File: src/rtl/sweep_controller.sv
// Frequency-sweep sequencer: steps the DDS phase word, discards settling samples,
// averages amplitude readings per step and tracks the peak response of the sweep.
module sweep_controller #(
  parameter int WIDTH_AMP  = 10,
  parameter int WIDTH_STEP = 8,
  parameter int SETTLE_N   = 4,
  parameter int AVG_LOG2   = 2
) (
  input  logic                  clk,
  input  logic                  rst,
  input  logic                  start,
  input  logic                  abort,
  input  logic [WIDTH_STEP-1:0] step_first,
  input  logic [WIDTH_STEP-1:0] step_last,
  input  logic [WIDTH_STEP-1:0] step_inc,
  input  logic [WIDTH_AMP-1:0]  amp,
  input  logic                  amp_valid,
  output logic [WIDTH_STEP-1:0] modul_step,
  output logic                  adc_go,
  output logic                  busy,
  output logic                  res_valid,
  output logic [WIDTH_STEP-1:0] res_step,
  output logic [WIDTH_AMP-1:0]  res_amp,
  output logic [WIDTH_STEP-1:0] peak_step,
  output logic [WIDTH_AMP-1:0]  peak_amp,
  output logic                  done,
  output logic                  err
);

  localparam int ACC_W = WIDTH_AMP + AVG_LOG2;
  localparam int SCW   = (SETTLE_N > 1) ? $clog2(SETTLE_N) : 1;
  localparam int MCW   = (AVG_LOG2 > 0) ? AVG_LOG2 : 1;
  localparam logic [SCW-1:0] SETTLE_LAST = SCW'(SETTLE_N - 1);
  localparam logic [MCW-1:0] MEAS_LAST   = MCW'((1 << AVG_LOG2) - 1);

  typedef enum logic [2:0] {
    S_IDLE, S_SETTLE, S_MEASURE, S_REPORT, S_DONE
  } state_t;

  state_t                state_q, state_d;
  logic [WIDTH_STEP-1:0] last_q, last_d;
  logic [WIDTH_STEP-1:0] inc_q, inc_d;
  logic [SCW-1:0]        settle_cnt_q, settle_cnt_d;
  logic [MCW-1:0]        meas_cnt_q, meas_cnt_d;
  logic [ACC_W-1:0]      acc_q, acc_d;
  logic [WIDTH_STEP-1:0] modul_step_q, modul_step_d;
  logic                  busy_q, busy_d;
  logic                  res_valid_q, res_valid_d;
  logic [WIDTH_STEP-1:0] res_step_q, res_step_d;
  logic [WIDTH_AMP-1:0]  res_amp_q, res_amp_d;
  logic [WIDTH_STEP-1:0] peak_step_q, peak_step_d;
  logic [WIDTH_AMP-1:0]  peak_amp_q, peak_amp_d;
  logic                  done_q, done_d;
  logic                  err_q, err_d;

  logic [ACC_W-1:0]      acc_sum;
  logic [WIDTH_AMP-1:0]  avg;
  logic [WIDTH_STEP:0]   step_sum;
  logic                  bounds_ok;

  always_comb begin
    state_d      = state_q;
    last_d       = last_q;
    inc_d        = inc_q;
    settle_cnt_d = settle_cnt_q;
    meas_cnt_d   = meas_cnt_q;
    acc_d        = acc_q;
    modul_step_d = modul_step_q;
    res_valid_d  = 1'b0;
    res_step_d   = res_step_q;
    res_amp_d    = res_amp_q;
    peak_step_d  = peak_step_q;
    peak_amp_d   = peak_amp_q;
    done_d       = 1'b0;
    err_d        = 1'b0;

    acc_sum   = acc_q + ACC_W'(amp);
    avg       = WIDTH_AMP'(acc_sum >> AVG_LOG2);
    // One extra bit so a step past the top of the range cannot wrap back below step_last
    step_sum  = {1'b0, modul_step_q} + {1'b0, inc_q};
    bounds_ok = (step_inc != '0) && (step_first <= step_last);

    if (abort) begin
      state_d      = S_IDLE;
      settle_cnt_d = '0;
      meas_cnt_d   = '0;
      acc_d        = '0;
    end else begin
      case (state_q)
        S_IDLE: begin
          if (start) begin
            if (bounds_ok) begin
              last_d       = step_last;
              inc_d        = step_inc;
              modul_step_d = step_first;
              peak_step_d  = '0;
              peak_amp_d   = '0;
              settle_cnt_d = '0;
              meas_cnt_d   = '0;
              acc_d        = '0;
              state_d      = S_SETTLE;
            end else begin
              err_d = 1'b1;
            end
          end
        end
        S_SETTLE: begin
          if (amp_valid) begin
            if (settle_cnt_q == SETTLE_LAST) begin
              settle_cnt_d = '0;
              state_d      = S_MEASURE;
            end else begin
              settle_cnt_d = settle_cnt_q + 1'b1;
            end
          end
        end
        S_MEASURE: begin
          if (amp_valid) begin
            acc_d      = acc_sum;
            meas_cnt_d = meas_cnt_q + 1'b1;
            if (meas_cnt_q == MEAS_LAST) begin
              state_d     = S_REPORT;
              res_valid_d = 1'b1;
              res_step_d  = modul_step_q;
              res_amp_d   = avg;
              // Strict compare: on a tie the earlier step stays the peak
              if (avg > peak_amp_q) begin
                peak_amp_d  = avg;
                peak_step_d = modul_step_q;
              end
            end
          end
        end
        S_REPORT: begin
          acc_d        = '0;
          meas_cnt_d   = '0;
          settle_cnt_d = '0;
          if (step_sum > {1'b0, last_q}) begin
            state_d = S_DONE;
            done_d  = 1'b1;
          end else begin
            modul_step_d = step_sum[WIDTH_STEP-1:0];
            state_d      = S_SETTLE;
          end
        end
        S_DONE:  state_d = S_IDLE;
        default: state_d = S_IDLE;
      endcase
    end

    busy_d = (state_d == S_SETTLE) || (state_d == S_MEASURE) || (state_d == S_REPORT);
  end

  always_ff @(posedge clk or negedge rst) begin
    if (!rst) begin
      state_q      <= S_IDLE;
      last_q       <= '0;
      inc_q        <= '0;
      settle_cnt_q <= '0;
      meas_cnt_q   <= '0;
      acc_q        <= '0;
      modul_step_q <= '0;
      busy_q       <= 1'b0;
      res_valid_q  <= 1'b0;
      res_step_q   <= '0;
      res_amp_q    <= '0;
      peak_step_q  <= '0;
      peak_amp_q   <= '0;
      done_q       <= 1'b0;
      err_q        <= 1'b0;
    end else begin
      state_q      <= state_d;
      last_q       <= last_d;
      inc_q        <= inc_d;
      settle_cnt_q <= settle_cnt_d;
      meas_cnt_q   <= meas_cnt_d;
      acc_q        <= acc_d;
      modul_step_q <= modul_step_d;
      busy_q       <= busy_d;
      res_valid_q  <= res_valid_d;
      res_step_q   <= res_step_d;
      res_amp_q    <= res_amp_d;
      peak_step_q  <= peak_step_d;
      peak_amp_q   <= peak_amp_d;
      done_q       <= done_d;
      err_q        <= err_d;
    end
  end

  assign modul_step = modul_step_q;
  assign adc_go     = busy_q;
  assign busy       = busy_q;
  assign res_valid  = res_valid_q;
  assign res_step   = res_step_q;
  assign res_amp    = res_amp_q;
  assign peak_step  = peak_step_q;
  assign peak_amp   = peak_amp_q;
  assign done       = done_q;
  assign err        = err_q;

endmodule
File: config.mk
export PLATFORM = sky130hd
export DESIGN_NAME = sweep_controller
export DESIGN_NICKNAME = d
export VERILOG_FILES = /design/src/rtl/sweep_controller.sv
export SDC_FILE = /design/constraint.sdc
export NUM_CORES = 1
export LEC_CHECK = 0
export CAP_MARGIN = 20
export CORE_UTILIZATION = 50
export DETAILED_ROUTE_END_ITERATION = 16
export PLACE_DENSITY = 0.82
export SYNTH_ARGS = -nofsm -noshare
export SYNTH_HDL_FRONTEND = slang
export SYNTH_SLANG_ARGS = --single-unit
export TNS_END_PERCENT = 30
File: constraint.sdc
create_clock -name clk -period 8.8 [get_ports clk]
set_clock_uncertainty 0.15 [all_clocks]
set_input_delay 1.32 -clock clk [delete_from_list [all_inputs] [get_ports clk]]
set_output_delay 1.32 -clock clk [all_outputs]
set_load 0.005 [all_outputs]
* Word level (Yosys, flattened, before mapping)
Cells that the tools add are included.
** Storage, ports and cells
- Flip-flop bits (word level) :: 83
- Word-level logic and storage cells :: 106
** Operators by class
- Add/subtract/negate cells :: 4
- $lt $le $gt $ge :: 3
- Eq/ne operators :: 18
- Muxes and demuxes :: 50
- Bitwise operators :: 1
- Reductions and logical operators :: 15
** Operators by type and width (number)
- $mux W8 :: 8
- $mux W10 :: 5
- $mux W12 :: 4
- $pmux W12 S3 :: 1
- $pmux W8 S2 :: 2
- $mux W3 :: 8
- $pmux W10 S2 :: 1
- $reduce_and A4 Y1 :: 4
- $mux W2 :: 7
- $add A12 B10 Y12 :: 1
- $eq A3 B2 Y1 const B :: 4
- $ne A2 B2 Y1 const B :: 6
- $ne A3 B3 Y1 const B :: 4
- $pmux W2 S3 :: 2
- $pmux W3 S4 :: 1
- $mux W1 :: 11
- $gt A10 B10 Y1 :: 1
- $add A8 B8 Y9 :: 1
- $gt A9 B8 Y1 :: 1
- $le A8 B8 Y1 :: 1
- $reduce_bool A4 Y1 :: 2
- $reduce_bool A8 Y1 :: 1
- $reduce_and A7 Y1 :: 1
- $eq A3 B1 Y1 const B :: 2
- 8 further kinds :: 12

* Longest topological paths before layout
Gate-level depths: netlist (run 1).
- Depth after elaboration :: 9
- Depth in mapped cells :: 18

* Least setup slack after synthesis (run 1)
OpenSTA, ideal clock, no wires.
- Path type :: input to register
- Start :: input amp[1]
- End :: register peak_amp_q[0], in the netlist peak_amp[0]
- Library setup time :: 125 ps
- Arrival :: 4335 ps
- Required time :: 8525 ps
- Path slack :: 4191 ps
- Stages :: 15
- Path buffers :: 0
- Cells stage by stage :: ha_1 -> a211o_1 -> o211ai_1 -> a211oi_1 -> o31a_1 -> o21ai_1 -> xor2_1 -> inv_1 -> ha_1 -> and4_1 -> nand3_1 -> o21ai_0 -> a31oi_2 -> a21oi_4 -> mux2_2
** On the way
- Elaborated cells between the ends (all ways) :: 8
- Those cells by class :: 1 x add/sub; 1 x order compare; 1 x eq/ne; 4 x mux; 1 x reduce/logical
** RTL lines
- start, declared :: RTL line 16 : input logic [WIDTH_AMP-1:0] amp,
- $add A12 B10 Y12 :: RTL line 77 : acc_sum = acc_q + ACC_W'(amp);
- via acc_sum[11] :: RTL line 56 : logic [ACC_W-1:0] acc_sum;
- $gt A10 B10 Y1 :: RTL line 127 : if (avg > peak_amp_q) begin
- $ne A2 B2 Y1 (no line)
- $reduce_and A7 Y1 (no line)
- end signal, assigned :: RTL line 184 : peak_amp_q <= peak_amp_d;
- end, declared :: RTL line 52 : logic [WIDTH_AMP-1:0] peak_amp_q, peak_amp_d;
The timed path passes the listed nets, and every way through them passes these cells. The select of a mux whose other input is x is not followed.
A chain may end at the register's enable or synchronous reset.

* Worst setup path in the final report (run 1)
- Start :: input amp[0]
- End :: register peak_amp_q[0], in the netlist peak_amp[0]
The elaborated chain is that of the path after synthesis.

==> report_table.html, run 1 <==
<table>
<tr><th>Metric</th><th>Value</th></tr>
<tr><th colspan="2">Run status</th></tr>
<tr><td>Run status</td><td>finished clean</td></tr>
<tr><th colspan="2">Routing</th></tr>
<tr><td>ANT nets after route</td><td>0</td></tr>
<tr><td>Number of design-rule violations left by the first detailed-router iteration</td><td>110</td></tr>
<tr><td>Via density per instance</td><td>5.61</td></tr>
<tr><td>Residual DRC count</td><td>0</td></tr>
<tr><td>Total wire length after detailed routing</td><td>11400 µm</td></tr>
<tr><td>Length of the first detailed-routing pass in iterations</td><td>8</td></tr>
<tr><td>Total via count in the routed design</td><td>3768</td></tr>
<tr><td>Average wire length per cell after detail routing</td><td>17.0 µm</td></tr>
<tr><th colspan="2">Synth</th></tr>
<tr><td>Post-synth design cell area</td><td>0.00489 mm²</td></tr>
<tr><td>Count of warnings emitted by yosys</td><td>0</td></tr>
<tr><td>Number of instances in the synthesized netlist</td><td>449</td></tr>
<tr><td>Leading area contributor after synthesis</td><td>sky130_fd_sc_hd__dfrtp_1</td></tr>
<tr><td>Count of flip-flops with a built-in enable after synthesis</td><td>0</td></tr>
<tr><td>Most common cell in the netlist</td><td>sky130_fd_sc_hd__dfrtp_1</td></tr>
<tr><td>Count of different cell masters after synthesis</td><td>58</td></tr>
<tr><td>Number of synthesized register bits</td><td>83</td></tr>
<tr><td>Leading cell types by total area after synthesis</td><td>sky130_fd_sc_hd__dfrtp_1, sky130_fd_sc_hd__ha_1, sky130_fd_sc_hd__mux2_2</td></tr>
<tr><td>Portion of the post-synthesis area used by sequential elements</td><td>42.5%</td></tr>
<tr><td>Share of synthesized flip-flops with an asynchronous set or reset</td><td>100%</td></tr>
<tr><td>Most frequent cells after synthesis</td><td>sky130_fd_sc_hd__dfrtp_1, sky130_fd_sc_hd__ha_1, sky130_fd_sc_hd__inv_1, sky130_fd_sc_hd__nand2_1, sky130_fd_sc_hd__mux2_2</td></tr>
<tr><td>Top cell type's share of synthesized area</td><td>42.5%</td></tr>
<tr><td>Predominant post-synthesis flop cell</td><td>sky130_fd_sc_hd__dfrtp_1</td></tr>
<tr><td>Syn Nets</td><td>536</td></tr>
<tr><td>Average instance area after synthesis</td><td>10.9 µm²</td></tr>
<tr><th colspan="2">Critical path</th></tr>
<tr><td>Setup slack, reg-to-reg</td><td>4.37 ns</td></tr>
<tr><td>CP startpoint</td><td>amp[0]</td></tr>
<tr><td>Number of cells on the worst reg-to-reg path</td><td>17</td></tr>
<tr><td>Cell Chain, Critical Path</td><td>clkdlybuf4s50_1 &gt; ha_1 &gt; inv_1 &gt; fa_1 &gt; nor2b_1 &gt; o31a_1 &gt; o21ai_0 &gt; a21oi_1 &gt; mux2i_1 &gt; nor2_1 &gt; inv_1 &gt; ha_1 &gt; and4_1 &gt; nand3_1 &gt; o21ai_0 &gt; a31oi_2 &gt; a21oi_4 &gt; mux2_2</td></tr>
<tr><td>Origin of the critical flop-to-flop path</td><td>acc_q[0]$_DFFE_PN0P_</td></tr>
<tr><td>Largest stage delay on the critical path</td><td>0.59 ns</td></tr>
<tr><td>Critical-path top delay cell</td><td>sky130_fd_sc_hd__a21oi_4</td></tr>
<tr><td>Maximum fanout along the worst path</td><td>16</td></tr>
<tr><td>Crit Path Category</td><td>in -&gt; reg</td></tr>
<tr><td>CP endpoint kind</td><td>register</td></tr>
<tr><td>CP Capture Point</td><td>peak_amp[0]$_DFFE_PN0P_</td></tr>
<tr><td>End of the worst register-to-register path</td><td>peak_amp[0]$_DFFE_PN0P_</td></tr>
<tr><td>Startpoint types</td><td>primary input</td></tr>
<tr><td>Buffering stage count on the worst path with inverters included</td><td>3</td></tr>
<tr><td>Crit path max-delay family</td><td>compound AO/OA/AOI/OAI gates</td></tr>
<tr><td>CP required</td><td>8.89 ns</td></tr>
<tr><td>Stages on the worst setup path</td><td>18</td></tr>
<tr><td>Arrival time of the worst setup path</td><td>5.60 ns</td></tr>
<tr><th colspan="2">Floorplanning</th></tr>
<tr><td>Die Height</td><td>101 µm</td></tr>
<tr><td>Initial Util</td><td>52.1%</td></tr>
<tr><td>Die width</td><td>101 µm</td></tr>
<tr><td>Rows</td><td>35</td></tr>
<tr><td>Number of ports placed on the die boundary</td><td>88</td></tr>
<tr><td>Full die area</td><td>0.0102 mm²</td></tr>
<tr><td>Placeable core area</td><td>0.00937 mm²</td></tr>
<tr><th colspan="2">Flow run</th></tr>
<tr><td>Total of max-cap violations</td><td>0</td></tr>
<tr><th colspan="2">Global route</th></tr>
<tr><td>Met2 routing resource usage after global routing</td><td>41.5%</td></tr>
<tr><td>GRT met3 Usage</td><td>4.44%</td></tr>
<tr><td>Grt total ovfl</td><td>0</td></tr>
<tr><td>GR Util All Layers</td><td>23.4%</td></tr>
<tr><td>Gr busiest metal</td><td>met2</td></tr>
<tr><td>First-pass GRT wire length</td><td>18300 µm</td></tr>
<tr><td>Antenna violations before repair</td><td>0</td></tr>
<tr><td>Met1 track utilization from global routing</td><td>28.7%</td></tr>
<tr><td>Vias in the first global route</td><td>3827</td></tr>
<tr><td>Maximum number of pins on one net before global-route repair</td><td>84</td></tr>
<tr><th colspan="2">Layout</th></tr>
<tr><td>Fin area</td><td>0.00611 mm²</td></tr>
<tr><td>Number of inserted diodes</td><td>0</td></tr>
<tr><td>Share of final-layout standard cells stronger than drive strength 1</td><td>13.1%</td></tr>
<tr><td>Nets</td><td>625</td></tr>
<tr><td>Post-layout utilization of the core</td><td>65.2%</td></tr>
<tr><td>Growth of design area from synthesis to finish</td><td>25.1%</td></tr>
<tr><th colspan="2">Clock network</th></tr>
<tr><td>Root Buffer</td><td>sky130_fd_sc_hd__clkbuf_8</td></tr>
<tr><td>TritonCTS clock tree</td><td>yes</td></tr>
<tr><td>Number of hold buffers added after CTS</td><td>0</td></tr>
<tr><td>Clock network latency to the later pin of the worst-skew pair</td><td>0.35 ns</td></tr>
<tr><td>Inserted Clock Buffers</td><td>9</td></tr>
<tr><td>Maximum level of the CTS H-tree</td><td>3</td></tr>
<tr><td>Clock sink total</td><td>83</td></tr>
<tr><td>Post-CTS setup buffers</td><td>0</td></tr>
<tr><td>CTS resizes</td><td>0</td></tr>
<tr><td>Maximum buffer depth of the clock tree</td><td>2</td></tr>
<tr><td>Clock slew seen by the registers of the worst setup and hold paths</td><td>0.08 ns</td></tr>
<tr><th colspan="2">Timing</th></tr>
<tr><td>Final Setup Violations</td><td>0</td></tr>
<tr><td>Max_slew headroom</td><td>34.8%</td></tr>
<tr><td>RSZ-0062 raised after global routing</td><td>false</td></tr>
<tr><td>Max Slew Vio Count</td><td>0</td></tr>
<tr><td>Measured slew at the worst slew-check pin</td><td>0.975 ns</td></tr>
<tr><td>Final period utilization</td><td>62.6%</td></tr>
<tr><td>Final critical delay including setup and external delays</td><td>5.51 ns</td></tr>
<tr><td>Least setup slack across all paths after layout</td><td>3.29 ns</td></tr>
<tr><td>Worst hold slack across all endpoints</td><td>0.364 ns</td></tr>
<tr><td>Top achievable clock speed</td><td>181 MHz</td></tr>
<tr><td>Setup Total Neg Slack</td><td>0 ns</td></tr>
<tr><td>Hold violation total from the final report</td><td>0</td></tr>
<tr><th colspan="2">Worst hold path</th></tr>
<tr><td>Hold/Removal Path Class</td><td>reg -&gt; reg</td></tr>
<tr><th colspan="2">Placed design</th></tr>
<tr><td>Weighted congestion reported at the end of routability-driven placement</td><td>0.961</td></tr>
<tr><td>Setup slack after placement</td><td>3.00 ns</td></tr>
<tr><td>Instance area at placement</td><td>0.00585 mm²</td></tr>
<tr><td>HPWL after DPL</td><td>8390 µm</td></tr>
<tr><td>Port bufs</td><td>87</td></tr>
<tr><th colspan="2">Power</th></tr>
<tr><td>Power per Cell Area</td><td>199 mW/mm²</td></tr>
<tr><td>Switching power</td><td>0.409 mW</td></tr>
<tr><td>Combinational fraction of design power</td><td>36.4%</td></tr>
<tr><td>Max VDD drop</td><td>0.162 mV</td></tr>
<tr><td>Seq pwr share</td><td>37.3%</td></tr>
<tr><td>Part of the power in the clock network</td><td>26.3%</td></tr>
<tr><td>Switching power share of the total</td><td>33.7%</td></tr>
<tr><td>Leakage power total</td><td>2.83 nW</td></tr>
<tr><td>Internal power</td><td>0.806 mW</td></tr>
</table>
sequential cells by signal, indices dropped and copies added (netlist names), 3 cells and up:
register / cells
acc_q: 12
peak_amp: 10
res_amp: 10
inc_q: 8
last_q: 8
modul_step: 8
peak_step: 8
res_step: 8
state_q: 3
cell usage in the layout, fill, tap and decap left out, types with 5 or more instances in the layout:
cell type	synthesis	routed
sky130_fd_sc_hd__nor3_1	9	9
sky130_fd_sc_hd__a21oi_1	18	18
sky130_fd_sc_hd__inv_1	41	41
sky130_fd_sc_hd__mux2_4	13	13
sky130_fd_sc_hd__a21o_1	5	5
sky130_fd_sc_hd__mux2i_1	16	16
sky130_fd_sc_hd__nand2_1	35	35
sky130_fd_sc_hd__ha_1	46	46
sky130_fd_sc_hd__dfrtp_1	83	83
sky130_fd_sc_hd__mux2_2	29	29
sky130_fd_sc_hd__clkbuf_8	0	11
sky130_fd_sc_hd__a22o_1	10	10
sky130_fd_sc_hd__nor2_1	21	21
sky130_fd_sc_hd__clkdlybuf4s50_1	0	86
sky130_fd_sc_hd__nor2b_1	6	6
sky130_fd_sc_hd__o21ai_0	26	26
sky130_fd_sc_hd__nand3b_1	5	5
sky130_fd_sc_hd__nand3_1	7	7
sky130_fd_sc_hd__xnor2_1	9	9
stage by stage:
step | total power, mW | cells
finish | 1.22 | 672
global route | 1.29 | 672
CTS | 1.21 | 671
detailed placement | 0.883 | 655
global placement | 0.862 | 655
floorplan | 0.746 | 449
logic make-up (layout without fill, tap and decap cells):
kind of cell | Yosys count | in the layout | share of synthesized area, %
DFF | 83 | 83 | 42.5
adders and majority gates | 48 | 48 | 12.6
muxes | 59 | 59 | 14.2
xor gates and xnor gates | 13 | 13 | 2.33
AOI/OAI and AO/OA | 91 | 91 | 13.5
and+or+nand+nor | 104 | 104 | 10.4
buffers and inverters | 51 | 145 | 4.51
power groups by stage:
stage	registers (mW)	clock network [mW]	logic, mW
3_5_place_dp	0.461	0	0.422
5_1_grt	0.459	0.338	0.489
6_report	0.453	0.320	0.443
2_1_floorplan	0.450	0	0.296
3_3_place_gp	0.460	0	0.401
4_1_cts	0.454	0.321	0.438
worst min-delay path by stage:
stage	cells past startpoint	endpoint	from	slack, ns
2_1_floorplan	1	acc_q[2]$_DFFE_PN0P_	acc_q[2]$_DFFE_PN0P_	0.31
3_3_place_gp	1	inc_q[5]$_DFFE_PN0P_	inc_q[5]$_DFFE_PN0P_	0.33
3_5_place_dp	1	res_step[3]$_DFFE_PN0P_	res_step[3]$_DFFE_PN0P_	0.34
4_1_cts	2	res_amp[0]$_DFFE_PN0P_	res_amp[0]$_DFFE_PN0P_	0.37
5_1_grt	1	inc_q[5]$_DFFE_PN0P_	inc_q[5]$_DFFE_PN0P_	0.38
6_report	1	acc_q[0]$_DFFE_PN0P_	acc_q[0]$_DFFE_PN0P_	0.36
per-layer routing:
metal	vias up	part of all wire, %
li1	1786	-
met1	1856	43
met2	108	50
met3	18	4.7
met4	0	1.4
met5	-	0
layout make-up:
| class | count | area [µm²] |
|---|---|---|
| Clock buffer | 11 | 151 |
| Clock inverter | 5 | 85.1 |
| Fill cell | 740 | 3260 |
| Inverter | 41 | 154 |
| Multi-Input combinational cell | 315 | 2590 |
| Sequential cell | 83 | 2080 |
| Tap cell | 129 | 161 |
| Timing Repair Buffer | 88 | 896 |
(Power assumes the default switching activity.)
==> run 2: changes to the inputs <==
Clock period 8.8 ns to 5.7 ns, I/O delays scaled along.
==> report_table.html, run 2 (synthesized netlist as in run 1, its figures left out) <==
<table>
<tr><th>Metric</th><th>Value</th></tr>
<tr><th colspan="2">Layout</th></tr>
<tr><td>Most flop-heavy register</td><td>acc_q</td></tr>
<tr><td>Share of final-layout standard cells stronger than drive strength 1</td><td>13.6% (+0.48 points)</td></tr>
<tr><td>Max reg flops</td><td>12 (unchanged)</td></tr>
<tr><td>Nets</td><td>628 (+0.48%)</td></tr>
<tr><td>Top library cells by usage in the layout, fill and taps aside</td><td>sky130_fd_sc_hd__clkdlybuf4s50_1, sky130_fd_sc_hd__dfrtp_1, sky130_fd_sc_hd__ha_1</td></tr>
<tr><td>Number of inserted diodes</td><td>0 (unchanged)</td></tr>
<tr><td>Growth of design area from synthesis to finish</td><td>24.5%</td></tr>
<tr><td>Most common cell after layout, fill and taps aside</td><td>sky130_fd_sc_hd__clkdlybuf4s50_1</td></tr>
<tr><td>Fin area</td><td>0.00608 mm² (-0.51%)</td></tr>
<tr><td>Number of non-filler instances in the completed layout</td><td>675 (+0.45%)</td></tr>
<tr><th colspan="2">Critical path</th></tr>
<tr><td>CP Capture Point</td><td>peak_amp[3]$_DFFE_PN0P_</td></tr>
<tr><td>CP required</td><td>5.83 ns (-3.06 ns)</td></tr>
<tr><td>CP endpoint kind</td><td>register</td></tr>
<tr><td>Largest stage delay on the critical path</td><td>0.43 ns (-0.16 ns)</td></tr>
<tr><td>Arrival time of the worst setup path</td><td>4.77 ns (-0.83 ns)</td></tr>
<tr><td>Maximum fanout along the worst path</td><td>14 (-2)</td></tr>
<tr><td>Crit Path Category</td><td>in -&gt; reg</td></tr>
<tr><td>End of the worst register-to-register path</td><td>res_amp[1]$_DFFE_PN0P_</td></tr>
<tr><td>Startpoint types</td><td>primary input</td></tr>
<tr><td>Setup slack, reg-to-reg</td><td>1.47 ns (-2.90 ns)</td></tr>
<tr><td>Stages on the worst setup path</td><td>17 (-1)</td></tr>
<tr><td>Cell Chain, Critical Path</td><td>clkdlybuf4s50_1 &gt; ha_1 &gt; a211o_1 &gt; o211ai_1 &gt; a211oi_1 &gt; o31a_1 &gt; o21ai_1 &gt; xor2_1 &gt; inv_1 &gt; ha_1 &gt; and4_1 &gt; nand3_1 &gt; o21ai_0 &gt; a31oi_2 &gt; a21oi_4 &gt; buf_4 &gt; mux2i_1</td></tr>
<tr><td>Number of cells on the worst reg-to-reg path</td><td>13 (-4)</td></tr>
<tr><td>Crit path max-delay family</td><td>compound AO/OA/AOI/OAI gates</td></tr>
<tr><td>CP startpoint</td><td>amp[1]</td></tr>
<tr><td>Critical-path top delay cell</td><td>sky130_fd_sc_hd__clkdlybuf4s50_1</td></tr>
<tr><td>Origin of the critical flop-to-flop path</td><td>modul_step[0]$_DFFE_PN0P_</td></tr>
<tr><td>Dominant cell type by count on the critical path</td><td>sky130_fd_sc_hd__ha_1</td></tr>
<tr><td>Buffering stage count on the worst path with inverters included</td><td>3 (unchanged)</td></tr>
<tr><th colspan="2">Routing</th></tr>
<tr><td>Length of the first detailed-routing pass in iterations</td><td>4 (-4)</td></tr>
<tr><td>Total via count in the routed design</td><td>3742 (-0.69%)</td></tr>
<tr><td>Via density per instance</td><td>5.54 (-1.1%)</td></tr>
<tr><td>Residual DRC count</td><td>0 (unchanged)</td></tr>
<tr><td>Number of design-rule violations left by the first detailed-router iteration</td><td>136 (+24%)</td></tr>
<tr><td>Average wire length per cell after detail routing</td><td>17.1 µm (+0.67%)</td></tr>
<tr><td>ANT nets after route</td><td>0 (unchanged)</td></tr>
<tr><td>Total wire length after detailed routing</td><td>11500 µm (+1.1%)</td></tr>
<tr><th colspan="2">Power</th></tr>
<tr><td>Power per Cell Area</td><td>292 mW/mm² (+47%)</td></tr>
<tr><td>Leakage power total</td><td>2.82 nW (-0.33%)</td></tr>
<tr><td>Max VDD drop</td><td>0.220 mV (+35%)</td></tr>
<tr><td>Power Total</td><td>1.78 mW (+46%)</td></tr>
<tr><th colspan="2">Placed design</th></tr>
<tr><td>Instance area at placement</td><td>0.00587 mm² (+0.38%)</td></tr>
<tr><td>Placed cells</td><td>658 (+0.46%)</td></tr>
<tr><td>Weighted congestion reported at the end of routability-driven placement</td><td>0.861 (-10%)</td></tr>
<tr><td>Port bufs</td><td>87 (unchanged)</td></tr>
<tr><td>HPWL after DPL</td><td>8570 µm (+2.2%)</td></tr>
<tr><th colspan="2">Timing</th></tr>
<tr><td>RSZ-0062 raised after global routing</td><td>false</td></tr>
<tr><td>Max_slew headroom</td><td>31.2% (-3.5 points)</td></tr>
<tr><td>Final critical delay including setup and external delays</td><td>4.64 ns</td></tr>
<tr><td>Measured slew at the worst slew-check pin</td><td>1.03 ns (+0.0526 ns)</td></tr>
<tr><td>Setup Total Neg Slack</td><td>0 ns (unchanged)</td></tr>
<tr><td>Worst hold slack across all endpoints</td><td>0.165 ns (-0.198 ns)</td></tr>
<tr><td>Final Setup Violations</td><td>0 (unchanged)</td></tr>
<tr><td>Final period utilization</td><td>81.4%</td></tr>
<tr><td>Top achievable clock speed</td><td>216 MHz</td></tr>
<tr><td>Max Slew Vio Count</td><td>0 (unchanged)</td></tr>
<tr><td>Hold violation total from the final report</td><td>0 (unchanged)</td></tr>
<tr><th colspan="2">Clock network</th></tr>
<tr><td>Inserted Clock Buffers</td><td>9 (unchanged)</td></tr>
<tr><td>Root Buffer</td><td>sky130_fd_sc_hd__clkbuf_8</td></tr>
<tr><td>Maximum level of the CTS H-tree</td><td>3 (unchanged)</td></tr>
<tr><td>Number of hold buffers added after CTS</td><td>0 (unchanged)</td></tr>
<tr><td>TritonCTS clock tree</td><td>yes</td></tr>
<tr><td>CTS resizes</td><td>0 (unchanged)</td></tr>
<tr><td>Maximum buffer depth of the clock tree</td><td>2 (unchanged)</td></tr>
<tr><td>Clock network latency to the later pin of the worst-skew pair</td><td>0.37 ns (+0.02 ns)</td></tr>
<tr><td>Clock slew seen by the registers of the worst setup and hold paths</td><td>0.09 ns (about the same)</td></tr>
<tr><td>Clock sink total</td><td>83 (unchanged)</td></tr>
<tr><td>Post-CTS setup buffers</td><td>0 (unchanged)</td></tr>
<tr><th colspan="2">Floorplanning</th></tr>
<tr><td>Rows</td><td>35 (unchanged)</td></tr>
<tr><td>Die width</td><td>101 µm (unchanged)</td></tr>
<tr><td>Full die area</td><td>0.0102 mm² (unchanged)</td></tr>
<tr><td>Die Height</td><td>101 µm (unchanged)</td></tr>
<tr><td>Initial Util</td><td>52.1% (unchanged)</td></tr>
<tr><td>Number of ports placed on the die boundary</td><td>88 (unchanged)</td></tr>
<tr><td>Placeable core area</td><td>0.00937 mm² (unchanged)</td></tr>
<tr><th colspan="2">Global route</th></tr>
<tr><td>GR Util All Layers</td><td>24.6% (+1.1 points)</td></tr>
<tr><td>Grt total ovfl</td><td>0 (unchanged)</td></tr>
<tr><td>Maximum number of pins on one net before global-route repair</td><td>84 (unchanged)</td></tr>
<tr><td>Vias in the first global route</td><td>3844 (+0.44%)</td></tr>
<tr><td>First-pass GRT wire length</td><td>19000 µm (+4.1%)</td></tr>
<tr><td>Antenna violations before repair</td><td>0 (unchanged)</td></tr>
<tr><th colspan="2">Worst hold path</th></tr>
<tr><td>Hold/Removal Path Class</td><td>in -&gt; async</td></tr>
<tr><th colspan="2">Flow run</th></tr>
<tr><td>Total of max-cap violations</td><td>0 (unchanged)</td></tr>
<tr><th colspan="2">Run status</th></tr>
<tr><td>Run status</td><td>finished clean</td></tr>
</table>
[run 2: metrics by stage]
step           worst slack [ns]  utilization, %
2_1_floorplan              1.56               -
6_report                   1.06            64.9
5_1_grt                   0.699            64.9
3_3_place_gp              0.907            62.7
3_5_place_dp              0.771            62.7
4_1_cts                    1.13            64.6
[run 2: where the power goes]
part           leakage, nW  internal, mW  switching [mW]
sequential            1.10         0.646          0.0549
clock               0.0925         0.166           0.238
combinational         1.63         0.326           0.347
total                 2.82          1.14           0.640
[run 2: area by class of cell]
class                           count  area (µm²)
Clock inverter                      7        58.8
Clock buffer                        9         124
Multi-Input combinational cell    315        2590
Tap cell                          129         161
Timing Repair Buffer               91         918
Fill cell                         753        3290
Sequential cell                    83        2080
Inverter                           41         154
[run 2: metal layers]
metal,routed length [µm],part of all wire (%),GRT usage [%]
met5,0,0,0
met4,204,1.8,8.14
met3,657,5.7,4.92
met2,5620,49,42.2
met1,5060,44,31.0
[run 2: worst min path at each step]
stage / from / end / slack (ns) / depth (start not counted)
after global routing: rst / acc_q[0]$_DFFE_PN0P_ / 0.16 / 1
after CTS: inc_q[5]$_DFFE_PN0P_ / inc_q[5]$_DFFE_PN0P_ / 0.37 / 1
after detailed placement: res_step[4]$_DFFE_PN0P_ / res_step[4]$_DFFE_PN0P_ / 0.35 / 1
after floorplan: acc_q[2]$_DFFE_PN0P_ / acc_q[2]$_DFFE_PN0P_ / 0.31 / 1
final: rst / acc_q[0]$_DFFE_PN0P_ / 0.17 / 1
after global placement: inc_q[5]$_DFFE_PN0P_ / inc_q[5]$_DFFE_PN0P_ / 0.33 / 1
[run 2: worst register-to-register path, delay by kind of cell, from the launching register on]
kind | cells | cell delay, ns
compound gates | 8 | 1.93
flops | 1 | 0.46
mux | 1 | 0.42
fa+ha+maj | 3 | 1.05
xor+xnor | 1 | 0.12
==> run 3: changes to the inputs <==
Clock period 5.7 ns to 4.4 ns, I/O delays scaled along.
==> report_table.html, run 3 (synthesized netlist as in run 1, its figures left out) <==
<table>
<tr><th>Metric</th><th>Value</th></tr>
<tr><th colspan="2">Layout</th></tr>
<tr><td>Top library cells by usage in the layout, fill and taps aside</td><td>sky130_fd_sc_hd__clkdlybuf4s50_1, sky130_fd_sc_hd__dfrtp_1, sky130_fd_sc_hd__ha_1</td></tr>
<tr><td>Nets</td><td>644 (+2.5%)</td></tr>
<tr><td>Number of inserted diodes</td><td>0 (unchanged)</td></tr>
<tr><td>Fin area</td><td>0.00624 mm² (+2.7%)</td></tr>
<tr><td>Total of fill cells in the finished design</td><td>753 (unchanged)</td></tr>
<tr><td>Area of combinational cells with multiple inputs</td><td>0.00260 mm² (+0.48%)</td></tr>
<tr><td>Post-layout utilization of the core</td><td>66.6% (+1.7 points)</td></tr>
<tr><td>Share of final-layout standard cells stronger than drive strength 1</td><td>16.2% (+2.6 points)</td></tr>
<tr><td>Sequential cell area</td><td>0.00208 mm² (unchanged)</td></tr>
<tr><td>Growth of design area from synthesis to finish</td><td>27.8%</td></tr>
<tr><td>Most common cell after layout, fill and taps aside</td><td>sky130_fd_sc_hd__clkdlybuf4s50_1</td></tr>
<tr><td>Most flop-heavy register</td><td>acc_q</td></tr>
<tr><td>Max reg flops</td><td>12 (unchanged)</td></tr>
<tr><th colspan="2">Routing</th></tr>
<tr><td>Average wire length per cell after detail routing</td><td>17.1 µm (+0.15%)</td></tr>
<tr><td>Total wire length after detailed routing</td><td>11800 µm (+2.5%)</td></tr>
<tr><td>Length of the first detailed-routing pass in iterations</td><td>6 (+2)</td></tr>
<tr><td>Total via count in the routed design</td><td>3861 (+3.2%)</td></tr>
<tr><td>Via density per instance</td><td>5.59 (+0.79%)</td></tr>
<tr><td>Number of design-rule violations left by the first detailed-router iteration</td><td>107 (-21%)</td></tr>
<tr><td>Residual DRC count</td><td>0 (unchanged)</td></tr>
<tr><td>ANT nets after route</td><td>0 (unchanged)</td></tr>
<tr><th colspan="2">Global route</th></tr>
<tr><td>First-pass GRT wire length</td><td>19100 µm (about the same)</td></tr>
<tr><td>GR Util All Layers</td><td>24.2% (-0.37 points)</td></tr>
<tr><td>Maximum number of pins on one net before global-route repair</td><td>84 (unchanged)</td></tr>
<tr><td>Antenna violations before repair</td><td>0 (unchanged)</td></tr>
<tr><td>Grt total ovfl</td><td>0 (unchanged)</td></tr>
<tr><td>Vias in the first global route</td><td>3953 (+2.8%)</td></tr>
<tr><th colspan="2">Timing</th></tr>
<tr><td>Top achievable clock speed</td><td>237 MHz</td></tr>
<tr><td>Final Setup Violations</td><td>0 (unchanged)</td></tr>
<tr><td>Max Slew Vio Count</td><td>0 (unchanged)</td></tr>
<tr><td>Measured slew at the worst slew-check pin</td><td>1.00 ns (-0.0270 ns)</td></tr>
<tr><td>Worst hold slack across all endpoints</td><td>0.0860 ns (-0.0794 ns)</td></tr>
<tr><td>Least setup slack across all paths after layout</td><td>0.186 ns (-0.877 ns)</td></tr>
<tr><td>Hold violation total from the final report</td><td>0 (unchanged)</td></tr>
<tr><td>Max_slew headroom</td><td>33.0% (+1.8 points)</td></tr>
<tr><td>Final critical delay including setup and external delays</td><td>4.21 ns</td></tr>
<tr><td>RSZ-0062 raised after global routing</td><td>true</td></tr>
<tr><td>Final period utilization</td><td>95.8%</td></tr>
<tr><th colspan="2">Clock network</th></tr>
<tr><td>Maximum level of the CTS H-tree</td><td>3 (unchanged)</td></tr>
<tr><td>Root Buffer</td><td>sky130_fd_sc_hd__clkbuf_8</td></tr>
<tr><td>Clock network latency to the later pin of the worst-skew pair</td><td>0.36 ns (about the same)</td></tr>
<tr><td>Clock sink total</td><td>83 (unchanged)</td></tr>
<tr><td>Post-CTS setup buffers</td><td>0 (unchanged)</td></tr>
<tr><td>Clock slew seen by the registers of the worst setup and hold paths</td><td>0.10 ns (about the same)</td></tr>
<tr><td>TritonCTS clock tree</td><td>yes</td></tr>
<tr><td>Maximum buffer depth of the clock tree</td><td>2 (unchanged)</td></tr>
<tr><td>Inserted Clock Buffers</td><td>9 (unchanged)</td></tr>
<tr><th colspan="2">Floorplanning</th></tr>
<tr><td>Number of ports placed on the die boundary</td><td>88 (unchanged)</td></tr>
<tr><td>Die width</td><td>101 µm (unchanged)</td></tr>
<tr><td>Initial Util</td><td>52.1% (unchanged)</td></tr>
<tr><td>Placeable core area</td><td>0.00937 mm² (unchanged)</td></tr>
<tr><td>Die Height</td><td>101 µm (unchanged)</td></tr>
<tr><td>Full die area</td><td>0.0102 mm² (unchanged)</td></tr>
<tr><td>Rows</td><td>35 (unchanged)</td></tr>
<tr><th colspan="2">Critical path</th></tr>
<tr><td>CP startpoint</td><td>modul_step[1]$_DFFE_PN0P_</td></tr>
<tr><td>Setup slack, reg-to-reg</td><td>0.19 ns (-1.28 ns)</td></tr>
<tr><td>Number of cells on the worst reg-to-reg path</td><td>13 (unchanged)</td></tr>
<tr><td>CP Capture Point</td><td>res_step[1]$_DFFE_PN0P_</td></tr>
<tr><td>CP endpoint kind</td><td>register</td></tr>
<tr><td>Origin of the critical flop-to-flop path</td><td>modul_step[1]$_DFFE_PN0P_</td></tr>
<tr><td>End of the worst register-to-register path</td><td>res_step[1]$_DFFE_PN0P_</td></tr>
<tr><td>Maximum fanout along the worst path</td><td>11 (-3)</td></tr>
<tr><td>Startpoint types</td><td>register</td></tr>
<tr><td>Crit Path Category</td><td>reg -&gt; reg</td></tr>
<tr><td>Arrival time of the worst setup path</td><td>4.32 ns (-0.45 ns)</td></tr>
<tr><td>CP required</td><td>4.51 ns (-1.32 ns)</td></tr>
<tr><th colspan="2">Placed design</th></tr>
<tr><td>Port bufs</td><td>87 (unchanged)</td></tr>
<tr><td>Setup slack after placement</td><td>-0.119 ns (-0.890 ns)</td></tr>
<tr><td>Instance area at placement</td><td>0.00600 mm² (+2.1%)</td></tr>
<tr><td>HPWL after DPL</td><td>8810 µm (+2.7%)</td></tr>
<tr><td>Weighted congestion reported at the end of routability-driven placement</td><td>0.892 (+3.5%)</td></tr>
<tr><th colspan="2">Power</th></tr>
<tr><td>Max VDD drop</td><td>0.317 mV (+44%)</td></tr>
<tr><td>Part of the power in the clock network</td><td>24.4% (+1.7 points)</td></tr>
<tr><td>Switching power share of the total</td><td>35.0% (-1.0 points)</td></tr>
<tr><td>Seq pwr share</td><td>38.2% (-1.2 points)</td></tr>
<tr><td>Power Total</td><td>2.37 mW (+33%)</td></tr>
<tr><td>Power per Cell Area</td><td>380 mW/mm² (+30%)</td></tr>
<tr><td>Combinational fraction of design power</td><td>37.4% (-0.5 points)</td></tr>
<tr><td>Internal power</td><td>1.54 mW (+35%)</td></tr>
<tr><td>Leakage power total</td><td>2.91 nW (+3.0%)</td></tr>
<tr><td>Switching power</td><td>0.829 mW (+30%)</td></tr>
<tr><th colspan="2">Flow run</th></tr>
<tr><td>Total of max-cap violations</td><td>0 (unchanged)</td></tr>
<tr><th colspan="2">Run status</th></tr>
<tr><td>Run status</td><td>finished clean</td></tr>
<tr><th colspan="2">Worst hold path</th></tr>
<tr><td>Hold/Removal Path Class</td><td>in -&gt; async</td></tr>
</table>
## run 3: repair_timing
| action | in CTS | in global routing |
|---|---|---|
| hold buffers | 0 | 0 |
| endpoints found under the setup margin | 0 | 26 |
| resized for setup | 0 | 1 |
## run 3: worst max-delay path, stage by stage (launching register included)
cell	delay, ns
sky130_fd_sc_hd__dfrtp_1	0.49
sky130_fd_sc_hd__ha_1	0.34
sky130_fd_sc_hd__a21o_1	0.20
sky130_fd_sc_hd__a211oi_1	0.24
sky130_fd_sc_hd__nor2_1	0.08
sky130_fd_sc_hd__o41ai_1	0.38
sky130_fd_sc_hd__xnor2_1	0.15
sky130_fd_sc_hd__ha_1	0.33
sky130_fd_sc_hd__nand4_1	0.09
sky130_fd_sc_hd__or3_1	0.32
sky130_fd_sc_hd__o211a_2	0.18
sky130_fd_sc_hd__o31ai_4	0.44
sky130_fd_sc_hd__o21ai_2	0.34
sky130_fd_sc_hd__mux2_4	0.39
## run 3: worst min-delay path by stage
stage | slack, ns | cells after the start | endpoint | start
after floorplan | 0.21 | 0 | acc_q[0]$_DFFE_PN0P_ | rst
after global placement | 0.31 | 2 | res_amp[0]$_DFFE_PN0P_ | res_amp[0]$_DFFE_PN0P_
after detailed placement | 0.32 | 2 | res_amp[0]$_DFFE_PN0P_ | res_amp[0]$_DFFE_PN0P_
after CTS | 0.34 | 2 | res_amp[0]$_DFFE_PN0P_ | res_amp[0]$_DFFE_PN0P_
after global routing | 0.1 | 1 | settle_cnt_q[0]$_DFFE_PN0P_ | rst
final | 0.09 | 1 | adc_go$_DFF_PN0_ | rst
## run 3: area by class of cell
class / instances / share of cell area [%]
repair buffers: 106 / 16.7
clock inverters: 7 / 1.32
multi-input cells: 316 / 41.7
inverters: 41 / 2.46
flip-flops and latches: 83 / 33.3
well taps: 129 / 2.59
clock buffers: 9 / 1.98
## run 3: metrics by stage
step | instances | TNS [ns]
after global placement | 673 | -0.00589
after floorplan | 449 | 0
after detailed placement | 673 | -1.28
after global routing | 691 | -0.0667
after CTS | 689 | 0
final | 691 | 0
## run 3: layer usage
layer / vias up / GRT usage, % / wire [µm]
li1: 1834 / - / -
met1: 1900 / 30.0 / 5090
met2: 115 / 43.3 / 5960
met3: 12 / 4.92 / 651
met4: 0 / 5.57 / 136
met5: - / 0 / 0
## run 3: power groups by stage
stage	logic [mW]	clock network, mW	registers (mW)
after floorplan	0.591	0	0.901
after global placement	0.820	0	0.916
after detailed placement	0.870	0	0.921
after CTS	0.880	0.587	0.905
after global routing	0.992	0.620	0.915
final	0.888	0.578	0.905
